<file path="config.mk">
export PLATFORM = sky130hd
export DESIGN_NAME = clk_sel_ctrl
export DESIGN_NICKNAME = d
export VERILOG_FILES = /design/src/rtl/clk_sel_pkg.sv /design/src/rtl/clk_sel_rr_arb.sv /design/src/rtl/clk_sel_ctrl.sv
export SDC_FILE = /design/constraint.sdc
export NUM_CORES = 1
export LEC_CHECK = 0
export BUFFER_PORTS_ARGS = -buffer_cell sky130_fd_sc_hd__buf_2
export CAP_MARGIN = 5
export CORE_ASPECT_RATIO = 1.25
export CORE_MARGIN = 5
export CORE_UTILIZATION = 39
export DETAILED_ROUTE_END_ITERATION = 10
export GPL_TIMING_DRIVEN = 0
export PLACE_DENSITY = 0.71
export SLEW_MARGIN = 20
export SYNTH_ARGS = -nofsm -noshare
export SYNTH_HDL_FRONTEND = slang
export SYNTH_HIERARCHICAL = 1
export SYNTH_SLANG_ARGS = --single-unit
</file>
<file path="constraint.sdc">
create_clock -name i_clk -period 4.5 [get_ports i_clk]
set_input_delay 0.225 -clock i_clk [delete_from_list [all_inputs] [get_ports i_clk]]
set_output_delay 0.225 -clock i_clk [all_outputs]
set_load 0.005 [all_outputs]
</file>
<file path="src/rtl/clk_sel_pkg.sv">
// Shared types and helpers for the clock-select sequencer.
package clk_sel_pkg;

  // Sequencer phases: waiting for a request, waiting for the mux to settle,
  // acknowledging the requester, and enforcing the dwell gap.
  typedef enum logic [1:0] {
    IDLE   = 2'd0,
    SETTLE = 2'd1,
    ACK    = 2'd2,
    HOLD   = 2'd3
  } clk_sel_state_e;

  // Width of the shared settle/dwell down-counter; it must hold the larger load.
  function automatic int cnt_width(input int settle_cyc, input int min_dwell);
    int max_load;
    max_load = (settle_cyc > min_dwell) ? settle_cyc : min_dwell;
    return $clog2(max_load + 1);
  endfunction

endpackage

</file>
<file path="src/rtl/clk_sel_rr_arb.sv">
// Combinational round-robin arbiter: searches from ptr+1 upward (wrapping)
// and returns the first active request as both an index and a one-hot vector.
module clk_sel_rr_arb #(
  parameter int NUM_REQ = 4,
  parameter int IDX_W   = $clog2(NUM_REQ)
) (
  input  logic [NUM_REQ-1:0] req,
  input  logic [IDX_W-1:0]   ptr,
  output logic               grant_valid,
  output logic [IDX_W-1:0]   grant_idx,
  output logic [NUM_REQ-1:0] grant_oh
);

  // Candidate index for each search offset (offset gi+1 from the pointer).
  logic [IDX_W-1:0]   cand_idx [NUM_REQ];
  logic [NUM_REQ-1:0] req_rot;

  genvar gi;
  generate
    for (gi = 0; gi < NUM_REQ; gi++) begin : g_cand
      // ptr < NUM_REQ and gi+1 <= NUM_REQ, so one conditional subtract wraps.
      logic [IDX_W:0] cand_sum;
      assign cand_sum      = {1'b0, ptr} + (IDX_W+1)'(gi + 1);
      assign cand_idx[gi]  = (cand_sum >= (IDX_W+1)'(NUM_REQ))
                             ? IDX_W'(cand_sum - (IDX_W+1)'(NUM_REQ))
                             : IDX_W'(cand_sum);
      assign req_rot[gi]   = req[cand_idx[gi]];
    end
  endgenerate

  // Priority pick over the rotated requests: the lowest offset wins.
  always_comb begin
    grant_valid = 1'b0;
    grant_idx   = '0;
    for (int k = NUM_REQ - 1; k >= 0; k--) begin
      if (req_rot[k]) begin
        grant_valid = 1'b1;
        grant_idx   = cand_idx[k];
      end
    end
  end

  generate
    for (gi = 0; gi < NUM_REQ; gi++) begin : g_oh
      assign grant_oh[gi] = grant_valid && (grant_idx == IDX_W'(gi));
    end
  endgenerate

endmodule

</file>
<file path="src/rtl/clk_sel_ctrl.sv">
// Sequencer/arbiter for the 4:1 glitch-free clock mux: grants one select
// change at a time, waits for the mux synchronisers to settle, acknowledges
// the requester, then enforces a minimum dwell before the next grant.
module clk_sel_ctrl
  import clk_sel_pkg::*;
#(
  parameter int NUM_REQ    = 4,
  parameter int NUM_CLK    = 4,
  parameter int SETTLE_CYC = 16,
  parameter int MIN_DWELL  = 8,
  parameter int RST_SEL    = 0,
  parameter int SEL_W      = $clog2(NUM_CLK),
  parameter int IDX_W      = $clog2(NUM_REQ)
) (
  input  logic                     i_clk,
  input  logic                     i_rst,
  input  logic [NUM_REQ-1:0]       i_req,
  input  logic [NUM_REQ*SEL_W-1:0] i_req_sel,
  output logic [NUM_REQ-1:0]       o_ack,
  output logic [SEL_W-1:0]         o_sel,
  output logic                     o_busy,
  output logic [IDX_W-1:0]         o_owner
);

  localparam int CNT_W = cnt_width(SETTLE_CYC, MIN_DWELL);
  localparam logic [CNT_W-1:0] SETTLE_LOAD = CNT_W'(SETTLE_CYC - 1);
  localparam logic [CNT_W-1:0] DWELL_LOAD  = CNT_W'((MIN_DWELL > 0) ? MIN_DWELL - 1 : 0);
  localparam bit               SEL_POW2    = ((1 << SEL_W) == NUM_CLK);

  // Parameter sanity checks at elaboration.
  generate
    if (SETTLE_CYC < 1) begin : g_bad_settle
      $error("clk_sel_ctrl: SETTLE_CYC must be >= 1");
    end
    if (RST_SEL >= NUM_CLK || RST_SEL < 0) begin : g_bad_rst_sel
      $error("clk_sel_ctrl: RST_SEL must be below NUM_CLK");
    end
    if (NUM_REQ < 2 || NUM_REQ > 8) begin : g_bad_num_req
      $error("clk_sel_ctrl: NUM_REQ must be in 2..8");
    end
    if (NUM_CLK < 2) begin : g_bad_num_clk
      $error("clk_sel_ctrl: NUM_CLK must be >= 2");
    end
    if (MIN_DWELL < 0) begin : g_bad_dwell
      $error("clk_sel_ctrl: MIN_DWELL must be >= 0");
    end
  endgenerate

  clk_sel_state_e     state_reg, state_next;
  logic [CNT_W-1:0]   cnt_reg, cnt_next;
  logic [SEL_W-1:0]   sel_reg, sel_next;
  logic [NUM_REQ-1:0] ack_reg, ack_next;
  logic               busy_reg;
  logic [IDX_W-1:0]   owner_reg, owner_next;
  logic [IDX_W-1:0]   ptr_reg, ptr_next;

  logic               grant_valid;
  logic [IDX_W-1:0]   grant_idx;
  logic [NUM_REQ-1:0] grant_oh;
  logic [SEL_W-1:0]   req_tgt;
  logic               tgt_in_range;
  logic               need_switch;

  clk_sel_rr_arb #(
    .NUM_REQ (NUM_REQ),
    .IDX_W   (IDX_W)
  ) u_arb (
    .req         (i_req),
    .ptr         (ptr_reg),
    .grant_valid (grant_valid),
    .grant_idx   (grant_idx),
    .grant_oh    (grant_oh)
  );

  // Winner's requested select; codes beyond the last mux input are treated
  // as "no change" so the requester is still acknowledged.
  assign req_tgt      = i_req_sel[grant_idx*SEL_W +: SEL_W];
  assign tgt_in_range = SEL_POW2 || ({1'b0, req_tgt} < (SEL_W+1)'(NUM_CLK));
  assign need_switch  = tgt_in_range && (req_tgt != sel_reg);

  // Next-state, counter, select and acknowledge logic.
  always_comb begin
    state_next = state_reg;
    cnt_next   = cnt_reg;
    sel_next   = sel_reg;
    ack_next   = '0;
    owner_next = owner_reg;
    ptr_next   = ptr_reg;
    unique case (state_reg)
      IDLE: begin
        if (grant_valid) begin
          owner_next = grant_idx;
          ptr_next   = grant_idx;
          if (need_switch) begin
            sel_next   = req_tgt;
            cnt_next   = SETTLE_LOAD;
            state_next = SETTLE;
          end else begin
            ack_next   = grant_oh;
            state_next = ACK;
          end
        end
      end
      SETTLE: begin
        if (cnt_reg == '0) begin
          ack_next[owner_reg] = 1'b1;
          state_next          = ACK;
        end else begin
          cnt_next = cnt_reg - 1'b1;
        end
      end
      ACK: begin
        if (MIN_DWELL > 0) begin
          cnt_next   = DWELL_LOAD;
          state_next = HOLD;
        end else begin
          state_next = IDLE;
        end
      end
      HOLD: begin
        if (cnt_reg == '0) begin
          state_next = IDLE;
        end else begin
          cnt_next = cnt_reg - 1'b1;
        end
      end
      default: state_next = IDLE;
    endcase
  end

  // State and output registers; reset aborts any switch in flight.
  always_ff @(posedge i_clk) begin
    if (i_rst) begin
      state_reg <= IDLE;
      cnt_reg   <= '0;
      sel_reg   <= SEL_W'(RST_SEL);
      ack_reg   <= '0;
      busy_reg  <= 1'b0;
      owner_reg <= '0;
      ptr_reg   <= IDX_W'(NUM_REQ - 1);
    end else begin
      state_reg <= state_next;
      cnt_reg   <= cnt_next;
      sel_reg   <= sel_next;
      ack_reg   <= ack_next;
      busy_reg  <= (state_next != IDLE);
      owner_reg <= owner_next;
      ptr_reg   <= ptr_next;
    end
  end

  assign o_ack   = ack_reg;
  assign o_sel   = sel_reg;
  assign o_busy  = busy_reg;
  assign o_owner = owner_reg;

endmodule
</file>
==> reports/metrics.csv, run 1 <==
metric;value;unit
Die Area;0.003862;sq mm
clock sink count;18;
first-pass GRT wire length;4112;um
Synth async-reset ratio;0;%
multiplexer share of the synthesized area;5.319;%
postcts setup bufs;0;
grt met1 use;13.05;%
FMAX;0.3704;GHz
CP arrival;2860;ps
Setup TNS;0;ps
EDFF count, synth;0;
initial antenna violation count;0;
Rel. slew slack;51.99;%
Final Instance Area;0.001232;sq mm
Synth Area in Compound Gates;25.77;%
Slew Viols, Final;0;
RSZ-0062 raised after global routing;false;
Most used DFF post-synth;dfxtp_1;
Synth Instances;124;
Final Core Density;46.44;%
Synth Register Bits;18;
detailed-route wire length;2358;um
Mean Syn Cell Area;8.536;sq um
clk_lat worst skew;290;ps
Placed Area;0.001196;sq mm
DP HPWL;1802;um
FP Rows;21;
routing usage on met2;25.58;%
CTS Buffer Depth;2;
Die H;68.25;um
CP Launch Type;flip-flop;
Antenna Cells;0;
Routed Antenna Nets;0;
Post-CTS Resized;0;
Synth Area in Adders;1.182;%
TritonCTS clock tree;built;
layout cells sized above 1;24.49;%
Hold Buf Count CTS;0;
grt met3 use;3.019;%
Hold Path Class;in -> reg;
Final period util;60.00;%
NumNets Final;163;
count leader, synth;dfxtp_1;
drt via density;5.497;
Netlist cell types;45;
Top Usage Layer GRT;met2;
Filler Cell Count;289;
DRT Pass-1 Iters;4;
DRT iter0 DRCs;23;
static leakage;0.5089;nW
max reg flops;5;
largest net degree at the start of global routing;11;
DRC;0;
initial core utilization;39.89;%
CP Max Fanout;5;
vias in the first global route;998;
WP data required;4660;ps
core box area;0.002654;sq mm
Power Density;575.7;mW/mm^2
routed length per placed instance;13.03;um
CP Class;reg -> reg;
Area Growth Syn to Fin;16.43;%
# IOs;23;
H-tree lvl count;1;
maximum vdd drop;217.5;uV
area of the mapped netlist;0.001059;sq mm
largest cells by area after synthesis;dfxtp_1 34%, a21oi_1 6.6%, nand2_1 5.7%;
sequential share of the synthesized area;34.04;%
Crit. End Element;flip-flop;
port bufs;19;
Commonest cells post-synth;18 x dfxtp_1, 16 x nand2_1, 14 x a21oi_1, 8 x nor2_1, 6 x inv_1;
largest family of logic cells by synthesized area;compound AO/OA/AOI/OAI gates;
Fin. Hold Viols;0;
Die X;56.60;um
GPL Wtd Cong;0.7449;
DR vias;995;
post-synth top area cell;dfxtp_1;
Congestion Overflow GR;0;
Final setup viols;0;
Synth Area in XOR/XNOR;3.310;%
clock root cell;clkbuf_4;
total track usage;13.39;%
min cycle time layout;2700;ps
yosys warns;6;
Max-Cap Viols;0;
Simple-Gate Fraction of Synth Area;22.70;%
Worst-Margin Slew;713.6;ps
clk slew on worst S/H paths;100;ps
outcome;finished, final reports clean;
clock skew;3.450;ps
Synth top area share;34.04;%
CTS Buf Count;3;
Syn Nets;139;
==> path summary, 6_finish.rpt <==
kind	cells after the start	slack, ps	to	startpoint
min reg2reg	2	480	cnt_reg[1]$_SDFFE_PP0P_	cnt_reg[1]$_SDFFE_PP0P_
max reg2reg	8	1800	cnt_reg[3]$_SDFFE_PP0P_	ptr_reg[1]$_SDFFE_PP1P_
max	8	1800	cnt_reg[3]$_SDFFE_PP0P_	ptr_reg[1]$_SDFFE_PP1P_
min	3	300	o_ack[1]$_SDFF_PP0_	i_req[1]
==> layer usage <==
metal / routed length (um) / share of wire, %
met1: 941 / 40
met4: 55 / 2.3
met3: 119 / 5.0
met5: 0 / 0
met2: 1242 / 53
==> kinds of logic (layout without fill, tap and decap cells) <==
family / Yosys count / in the layout
simple gates: 45 / 45
mux: 3 / 3
fa+ha+maj: 1 / 1
buf+inv: 15 / 38
xor+xnor: 4 / 4
compound gates: 38 / 38
flops: 18 / 18
==> power breakdown <==
| part | internal, W | switching [W] | total [W] |
|---|---|---|---|
| logic | 0.000164 | 0.000203 | 0.000367 |
| clock network | 0.0000494 | 0.0000492 | 0.0000985 |
| registers | 0.000207 | 0.0000371 | 0.000244 |
==> worst max-delay path, stage by stage, from the launching register on <==
cell and delay [ps]:
dfxtp_1 360, and2b_4 260, a21oi_1 40, o221ai_1 360, mux4_2 590, xnor2_1 210, nand2_1 190, a31oi_1 400
a221oi_1 160
==> stage by stage <==
stage               power (W)  worst slack [ps]  hold WS, ps  std cells
floorplan           0.0005284              2134        431.3        124
global placement    0.0005944              1856        443.2        177
detailed placement  0.0006148              1782        465.2        177
CTS                 0.0007156              1768        286.1        181
global route        0.0007713              1531        327.3        181
finish              0.0007095              1800        295.9        181
==> final cells by class <==
type,count,area [sq um],share of cell area [%]
Buffer,9,58.81,4.772
Clock buffer,4,36.28,2.944
Inverter,6,22.52,1.827
Multi-Input combinational cell,91,616.8,50.05
Sequential cell,18,360.3,29.24
Tap cell,34,42.54,3.452
Timing Repair Buffer,19,95.09,7.716
==> placed cells by master (no fill, tap or decap), types with 2 or more instances in the layout <==
| cell type | count |
|---|---|
| buf_2 | 21 |
| dfxtp_1 | 18 |
| nand2_1 | 16 |
| a21oi_1 | 14 |
| nor2_1 | 8 |
| inv_1 | 6 |
| clkbuf_1 | 4 |
| xnor2_1 | 4 |
| nor3_1 | 4 |
| nand2b_1 | 3 |
| clkbuf_4 | 3 |
| buf_6 | 3 |
| mux4_2 | 2 |
| nor4_1 | 2 |
| and2_1 | 2 |
| a32o_1 | 2 |
| a211oi_1 | 2 |
| a22o_1 | 2 |
| o21ai_1 | 2 |
| o21bai_1 | 2 |
(Power assumes the default switching activity.)
==> inputs of run 2 (changes only) <==
--- a/config.mk
+++ b/config.mk
@@ -12,7 +12,7 @@
 export CORE_UTILIZATION = 39
 export DETAILED_ROUTE_END_ITERATION = 10
 export GPL_TIMING_DRIVEN = 0
-export PLACE_DENSITY = 0.71
+export PLACE_DENSITY = 0.74
 export SLEW_MARGIN = 20
 export SYNTH_ARGS = -nofsm -noshare
 export SYNTH_HDL_FRONTEND = slang
==> constraint.sdc (replaced) <==
create_clock -name i_clk -period 2.37 [get_ports i_clk]
set_input_delay 0.1185 -clock i_clk [delete_from_list [all_inputs] [get_ports i_clk]]
set_output_delay 0.1185 -clock i_clk [all_outputs]
set_load 0.005 [all_outputs]
==> reports/metrics.csv, run 2 (same netlist as run 1, synthesis figures left out) <==
metric;value;unit
outcome;finished, final reports clean;
Area Growth Syn to Fin;24.47;%
DR vias;1004;
Antenna Cells;0;
Slew Viols, Final;0;
Power Density;1093;mW/mm^2
Final period util;98.05;%
TritonCTS clock tree;built;
first-pass GRT wire length;3781;um
Max-Cap Viols;0;
Comb pwr share;57.5;%
DRT iter0 DRCs;38;
initial core utilization;39.89;%
# IOs;23;
CP arrival;2550;ps
Layout Cells excl Fill;184;
Hold Path Class;in -> reg;
depth of the most critical reg-to-reg path;8;
Final Instance Area;0.001318;sq mm
register share of total power;32.7;%
total track usage;12.15;%
RSZ-0062 raised after global routing;true;
min cycle time layout;2324;ps
routed length per placed instance;13.09;um
Die H;68.25;um
layout cells sized above 1;32.00;%
Worst Hold Path EP;o_ack[1]$_SDFF_PP0_;
max reg flops;5;
DRC;0;
r2r setup slk;50;ps
Fin. Hold Viols;0;
GPL Wtd Cong;0.8732;
vias in the first global route;948;
H-tree lvl count;1;
Congestion Overflow GR;0;
P_sw;0.0005984;W
FMAX;0.4303;GHz
maximum vdd drop;470.3;uV
largest net degree at the start of global routing;11;
Worst-Margin Slew;723.3;ps
WP data required;2600;ps
Setup TNS;0;ps
DRT Pass-1 Iters;4;
clk slew on worst S/H paths;90;ps
clock root cell;clkbuf_4;
P_int;0.0008411;W
commonest cells after routing, fill and taps aside;21 x buf_2, 17 x dfxtp_1, 15 x nand2_1, 13 x a21oi_1, 8 x nor2_1;
DP HPWL;1802;um
Die Area;0.003862;sq mm
commonest non-fill, non-tap cell in the layout;buf_2;
Rel. slew slack;51.33;%
Routed Antenna Nets;0;
Clock Power Share;9.8;%
Reg-to-Reg Start;ptr_reg[1]$_SDFFE_PP1P_;
Filler Cell Count;254;
drt via density;5.457;
port bufs;19;
CTS Buffer Depth;2;
Crit. End Element;flip-flop;
clock skew;2.936;ps
core box area;0.002654;sq mm
total power;0.001440;W
Final Core Density;49.65;%
Die X;56.60;um
detailed-route wire length;2408;um
Placed Instances;177;
hold_sp;i_req[1];
NumNets Final;167;
CP Class;reg -> reg;
FP Rows;21;
Hold Crit Depth;3;
static leakage;0.5432;nW
Placed Area;0.001196;sq mm
initial antenna violation count;0;
Worst R2R End;o_ack[0]$_SDFF_PP0_;
CTS Buf Count;3;
Final setup viols;0;
clock sink count;18;
clk_lat worst skew;280;ps
CP Max Fanout;4;
Sw Share;41.57;%
CP Launch Type;flip-flop;
run 2: critical path, stage by stage, from the launching register on:
cell and delay [ps]:
dfxtp_2 350, and2b_4 260, a21oi_2 50, o221ai_4 220, mux4_2 580, xnor2_2 190, nand2_2 140, nor4_4 300
a22o_1 190
run 2: what timing repair did:
item / CTS / global route
resized for setup: 9 / 2
pin swaps: 8 / 9
setup buffers: 3 / 1
setup endpoints to repair: 9 / 10
hold buffers: 0 / 0
run 2: metrics by stage:
step	worst slack [ps]	hold slack (ps)
after floorplan	4.374	368.4
after global placement	-268.6	442.8
after detailed placement	-335.0	456.3
after CTS	4.590	208.9
after global routing	-96.73	220.3
final	46.12	217.2
run 2: worst max-delay path by stage:
stage               depth (start not counted)                    start  slack (ps)                 endpoint
floorplan                                   8  ptr_reg[1]$_SDFFE_PP1P_           4  cnt_reg[3]$_SDFFE_PP0P_
detailed placement                          8  ptr_reg[1]$_SDFFE_PP1P_        -340  cnt_reg[3]$_SDFFE_PP0P_
global route                                8  ptr_reg[1]$_SDFFE_PP1P_        -100      o_ack[0]$_SDFF_PP0_
CTS                                         8  ptr_reg[1]$_SDFFE_PP1P_           5      o_ack[0]$_SDFF_PP0_
global placement                            8  ptr_reg[1]$_SDFFE_PP1P_        -270  cnt_reg[3]$_SDFFE_PP0P_
finish                                      8  ptr_reg[1]$_SDFFE_PP1P_          50      o_ack[0]$_SDFF_PP0_
run 2: power by group through the flow:
stage | Clock [W] | Combinational [W] | Sequential, W
2_1_floorplan | 0 | 0.000543 | 0.000460
3_3_place_gp | 0 | 0.000664 | 0.000465
3_5_place_dp | 0 | 0.000689 | 0.000472
4_1_cts | 0.000146 | 0.000805 | 0.000469
5_1_grt | 0.000163 | 0.000901 | 0.000483
6_report | 0.000141 | 0.000828 | 0.000470
run 2: per-layer routing:
metal / wire, um / vias to the layer above / GRT usage, %
met5: 0 / - / 0
met4: 23 / 0 / 3.264
met3: 125 / 5 / 2.830
met2: 1340 / 24 / 25.43
met1: 919 / 470 / 11.69
li1: - / 505 / -
run 2: cell type report:
class                           instances  area (sq um)  share of cell area (%)
Timing Repair Buffer                   23         125.1                   9.497
Tap cell                               34         42.54                   3.229
Multi-Input combinational cell         91         684.4                   51.95
Buffer                                  9         58.81                   4.463
Clock buffer                            3         22.52                   1.709
Sequential cell                        18         361.6                   27.45
Inverter                                6         22.52                   1.709
